File: src/rtl/vme_local_regs.sv
// Purpose: FPGA-side slave of the CPLD local strobe bus: D32 register bank with status, version, command pulses and access counter.
// Latency: inputs registered once; write commit / read data at E1, FDTACK low after E(1+DTACK_DELAY), released one edge after the registered strobe falls.
// Backpressure: none; the CPLD master holds the strobe until FDTACK, and an early strobe release aborts the cycle without an ack.
module vme_local_regs #(
    parameter logic [31:0] FW_VERSION  = 32'h0000_0103,
    parameter int          DTACK_DELAY = 2
) (
    input  logic         FSYSCLK,
    input  logic         RST,
    input  logic         FRS,
    input  logic         FWS,
    input  logic [4:0]   FA,
    input  logic [31:0]  VD_IN,
    output logic [31:0]  VD_OUT,
    output logic         VD_OE,
    output logic         FDTACK,
    input  logic [255:0] STATUS_IN,
    output logic [511:0] REG_OUT,
    output logic [31:0]  CMD_PULSE
);

    localparam logic [3:0] DLY = 4'(DTACK_DELAY);

    typedef enum logic [1:0] {IDLE, XFER, DELAY, ACK} state_t;

    state_t            state;
    logic              frs_q, frs_p, fws_q, fws_p;
    logic [4:0]        fa_q;
    logic [31:0]       vd_q;
    logic              is_rd;
    logic [3:0]        cnt;
    logic [15:0][31:0] ctrl_q;
    logic [31:0]       scratch_q;
    logic [31:0]       acc_cnt;
    logic [7:0][31:0]  status_w;
    logic [31:0]       rd_dat;
    logic              act_stb;
    logic              wr_start, rd_start;

    assign status_w = STATUS_IN;
    assign REG_OUT  = ctrl_q;

    // Strobe of the access in flight; the other strobe is ignored once a cycle has started.
    assign act_stb  = is_rd ? frs_q : fws_q;
    // A start needs a fresh registered rising edge and the opposite strobe low.
    assign wr_start = fws_q & ~fws_p & ~frs_q;
    assign rd_start = frs_q & ~frs_p & ~fws_q;

    // Read data decode from the registered slot address; status words pass through live and are captured at E1.
    always_comb begin
        rd_dat = '0;
        if (!fa_q[4]) begin
            rd_dat = ctrl_q[fa_q[3:0]];
        end else if (fa_q[3] == 1'b0) begin
            rd_dat = status_w[fa_q[2:0]];
        end else begin
            case (fa_q)
                5'd24:   rd_dat = scratch_q;
                5'd25:   rd_dat = FW_VERSION;
                5'd27:   rd_dat = acc_cnt;
                default: rd_dat = '0;
            endcase
        end
    end

    // Input stage, access state machine, register bank and registered bus outputs.
    always_ff @(posedge FSYSCLK) begin
        if (RST) begin
            state     <= IDLE;
            frs_q     <= 1'b0;
            frs_p     <= 1'b0;
            fws_q     <= 1'b0;
            fws_p     <= 1'b0;
            fa_q      <= '0;
            vd_q      <= '0;
            is_rd     <= 1'b0;
            cnt       <= '0;
            ctrl_q    <= '0;
            scratch_q <= '0;
            acc_cnt   <= '0;
            VD_OUT    <= '0;
            VD_OE     <= 1'b0;
            FDTACK    <= 1'b1;
            CMD_PULSE <= '0;
        end else begin
            frs_q     <= FRS;
            frs_p     <= frs_q;
            fws_q     <= FWS;
            fws_p     <= fws_q;
            fa_q      <= FA;
            vd_q      <= VD_IN;
            CMD_PULSE <= '0;
            case (state)
                IDLE: begin
                    if (wr_start) begin
                        is_rd <= 1'b0;
                        cnt   <= 4'd1;
                        state <= XFER;
                        if (!fa_q[4]) begin
                            ctrl_q[fa_q[3:0]] <= vd_q;
                        end else if (fa_q == 5'd24) begin
                            scratch_q <= vd_q;
                        end else if (fa_q == 5'd26) begin
                            CMD_PULSE <= vd_q;
                        end
                    end else if (rd_start) begin
                        is_rd  <= 1'b1;
                        cnt    <= 4'd1;
                        state  <= XFER;
                        VD_OUT <= rd_dat;
                        VD_OE  <= 1'b1;
                    end
                end
                XFER, DELAY: begin
                    if (!act_stb) begin
                        // Early release: no ack, no count; a committed write stays.
                        VD_OE <= 1'b0;
                        state <= IDLE;
                    end else if (cnt == DLY) begin
                        FDTACK  <= 1'b0;
                        acc_cnt <= acc_cnt + 32'd1;
                        state   <= ACK;
                    end else begin
                        cnt   <= cnt + 4'd1;
                        state <= DELAY;
                    end
                end
                ACK: begin
                    if (!act_stb) begin
                        FDTACK <= 1'b1;
                        VD_OE  <= 1'b0;
                        state  <= IDLE;
                    end
                end
                default: state <= IDLE;
            endcase
        end
    end

endmodule
File: config.mk
export PLATFORM = sky130hd
export DESIGN_NAME = vme_local_regs
export DESIGN_NICKNAME = d
export VERILOG_FILES = /design/src/rtl/vme_local_regs.sv
export SDC_FILE = /design/constraint.sdc
export NUM_CORES = 2
export LEC_CHECK = 0
export ABC_AREA = 1
export BUFFER_PORTS_ARGS = -buffer_cell sky130_fd_sc_hd__buf_4
export CORE_AREA = 10 10 333 335
export DETAILED_ROUTE_END_ITERATION = 8
export DIE_AREA = 0 0 343 345
export HOLD_SLACK_MARGIN = 0.15
export PLACE_DENSITY = 0.55
export SYNTH_ARGS = -nofsm -noshare
export SYNTH_HDL_FRONTEND = slang
export SYNTH_SLANG_ARGS = --single-unit
File: constraint.sdc
create_clock -name FSYSCLK -period 2 [get_ports FSYSCLK]
set_clock_uncertainty 0.15 [all_clocks]
set_input_delay 0.3 -clock FSYSCLK [delete_from_list [all_inputs] [get_ports FSYSCLK]]
set_output_delay 0.3 -clock FSYSCLK [all_outputs]
set_load 0.02 [all_outputs]
==> run summary <==
Worst-Skew Late Latency: 0.68 ns
Setup TNS: -127.75 ns
Finished Cell Area: 51,800 um^2
Vias in the first global route: 36,700
Wirelength, routed: 222,000 um
Hold Path End: VD_OUT[24]
CP required: 2.41 ns
Tcrit/Tclk final: 122%
Largest net degree at the start of global routing: 91
Startpoint types: flop
Routed WL per cell: 29.9 um
Synthesized instance count: 4,609
Worst Max-Slew Pin Slew: 1.04 ns
CP max-delay cell: dfxtp_4
Slew margin rel.: 30.3%
Io pins: 875
Final worst slack: -0.442 ns
Starting DRT DRC Count: 5,245
CTS HTree Levels: 3
Port-buffer cells: 874
Tightest Hold Check Type: in2reg
Nets: 6,282
DRT antenna net count: 0
R2r startpoint: fa_q[0]
Flops & latches, synth: 690
Max cap viols: 0
Vias: 40,100
Hold Slack: 0.141 ns
Max Clk Rate: 409 MHz
Synthesized Nets: 4,911
RSZ-0062 raised after global routing: yes
Seq/Total Area, Yosys: 44.7%
Rows: 119
Syn_area_per_cell: 6.71 um^2
DRC: 0
Die Y: 345 um
Core Area: 104,000 um^2
Clock slew at reported path FFs: 0.06 ns
Cell Area, Synth: 30,900 um^2
Register share of total power: 40.1%
P per Cell Area: 692 nW/um^2
R2R Setup Slk: -0.44 ns
TritonCTS buffer count: 83
Maximum root-to-sink buffer count: 3
WHS Path Cells: 7
Reg2reg path depth: 11
Length of the first detailed-routing pass in iterations: 6
Yosys Warn Count: 0
Synth top area share: 44.7%
Max FO, Critical Path: 7
Area post-placement: 42,100 um^2
Status: finished with violations
First-pass GRT wire length: 289,000 um
Hold Vio Cnt, Final: 0
CP Class: reg2reg
Endpoint class of the critical path: flop
Drt via density: 5.39
Critical-path cell list: buf_6 > nor2_4 > buf_12 > buf_12 > buf_6 > nand2_2 > nand4_1 > nand2_1 > nand3b_1 > nand2_1 > a21oi_2
Clock share of power: 43.1%
Gpl congestion: 0.981
Share of cells above drive strength 1: 34.1%
Starting density of the core: 29.6%
Cells after DPL: 6,955
Critical Path AT: 2.85 ns
Sw Pwr: 10,400 uW
Clk sink count: 690
Pins Over Slew Limit: 0
Slowest stage delay, CP: 0.46 ns
Worst hold start: STATUS_IN[120]
Pleak: 0.0228 uW
GR Util All Layers: 33.8%
Fillers: 10,300
Min Clock Period, post-route: 2.44 ns
Sw frac: 29.1%
Comb pwr share: 16.7%
DP HPWL: 155,000 um
Worst reg2reg endpoint: VD_OUT[29]
Area Growth Syn to Fin: 67.4%
Initial antenna violation count: 17
Die area: 118,000 um^2
GRT overflow: 0
Synth unique cells: 33
Largest cells by area after synthesis: dfxtp_1 (45%), nand2_1 (15%), a21oi_1 (11%), o21ai_0 (10%), inv_1 (4.4%)
Chip Width: 343 um
Setup violations, final: 590
Clk root buf: clkbuf_16
Internal power consumption: 25,400 uW
CTS tree: yes
Max VDD drop: 0.519 mV
Violated checks: setup timing
Post-synth top area cell: dfxtp_1
Non-filler cells, final: 7,440
-- routing by layer --
layer / share of wire (%) / routed length [um] / GRT usage [%] / vias to the layer above
met4: 5.1 / 11400 / 12.8 / 8
met3: 13 / 27800 / 11.3 / 517
met5: 0.016 / 36 / 0 / -
met1: 39 / 87100 / 44.0 / 19200
li1: - / - / - / 17800
met2: 43 / 96000 / 50.9 / 2557
-- sequential cells by signal, indices dropped and copies added, names as in the netlist --
register and flops:
fa_q 5, vd_q 32, cnt 4, acc_cnt 32, VD_OUT 32, scratch_q 32
state 2, is_rd 1, frs_p 1, frs_q 1, VD_OE 1, fws_q 1
fws_p 1, REG_OUT 512, CMD_PULSE 32, FDTACK 1
-- logic make-up (layout without fill, tap and decap cells) --
family	Yosys count	after routing	synth area share (%)
xor+xnor	1	1	0.0283
fa+ha+maj	5	5	0.202
flops	690	690	44.7
other cells	0	8	0
buf+inv	716	2146	9.18
simple gates	1834	1836	23.8
compound gates	1363	1363	22.1
-- worst max-delay path by stage --
stage / startpoint / endpoint / cells past startpoint
CTS: fa_q[0] / VD_OUT[29] / 11
global route: state[0] / REG_OUT[140] / 14
floorplan: state[0] / acc_cnt[17] / 12
detailed placement: state[0] / REG_OUT[204] / 11
global placement: state[0] / REG_OUT[204] / 11
finish: fa_q[0] / VD_OUT[29] / 11
-- repair_timing --
action                     in CTS  in global routing
setup endpoints to repair     586                600
gates cloned                   40                 48
pin swaps                      89                127
hold buffers                  136                  3
buffers inserted               83                 43
hold endpoints to repair      221                  2
gates resized for setup       399                542
-- Yosys cell counts --
library cell and count:
o21a_1 2, clkbuf_2 2, nand4_1 46, clkbuf_1 207, nor2_4 11, o22ai_1 10, nor3_1 17, nand3_1 128
dfxtp_1 690, ha_1 5, inv_2 13, o21ai_0 627, nand2_2 3, buf_4 2, nor2_1 333, nor2_2 6
inv_1 359, o21ai_1 38, nor3_4 1, a21oi_1 681, or2_2 1, o21ai_2 1, a211oi_1 1, nand2_1 1274
o21bai_1 1, nand3b_1 11, a31oi_1 2, buf_2 114, nor3b_1 2, xor2_1 1, buf_1 14, clkinv_1 5
and3_1 1
-- area by class of cell --
class,count,area (um^2),area share (%)
repair buffers,1623,15800,30.5
clock buffers,122,2420,4.68
clock inverters,24,248,0.478
well taps,1391,1740,3.36
diodes,8,20.0,0.0387
inverters,377,1470,2.84
flip-flops and latches,690,13800,26.7
multi-input cells,3205,16300,31.4
-- power by group through the flow --
stage | clock network (uW) | logic (uW) | registers (uW)
3_3_place_gp | 0 | 4620 | 14700
4_1_cts | 15500 | 5430 | 14400
6_report | 15500 | 6000 | 14400
2_1_floorplan | 0 | 1630 | 14700
5_1_grt | 16000 | 6230 | 14400
3_5_place_dp | 0 | 4650 | 14700
-- cells in the final DEF (no fill, tap or decap), types with 73 or more instances in the layout --
master | netlist | routed
a21oi_1 | 681 | 551
buf_4 | 2 | 1201
o21ai_0 | 627 | 370
clkbuf_16 | 0 | 114
a21oi_2 | 0 | 119
nand3_1 | 128 | 96
inv_1 | 359 | 355
nor2_1 | 333 | 307
nand2_2 | 3 | 73
o21ai_2 | 1 | 110
nand2_1 | 1274 | 1182
dfxtp_1 | 690 | 684
buf_6 | 0 | 75
buf_12 | 0 | 120
o21ai_1 | 38 | 171
dlygate4sd3_1 | 0 | 139
-- per-stage QoR --
stage	total power, uW	setup slack, ns	utilization [%]
after CTS	35300	-0.362	47.1
after detailed placement	19300	-0.680	40.4
after global routing	36700	-0.486	49.6
after floorplan	16400	0.0446	-
final	35900	-0.442	49.6
after global placement	19300	-0.635	40.4
-- critical path: cells and delay by family (launching register included) --
| family | cells | cell delay (ns) |
|---|---|---|
| AND/OR/NAND/NOR | 6 | 1.06 |
| flip-flops | 1 | 0.46 |
| AO/OA/AOI/OAI | 1 | 0.07 |
| buffers and inverters | 4 | 0.55 |
Note: power is estimated with default switching activity, not from simulation.
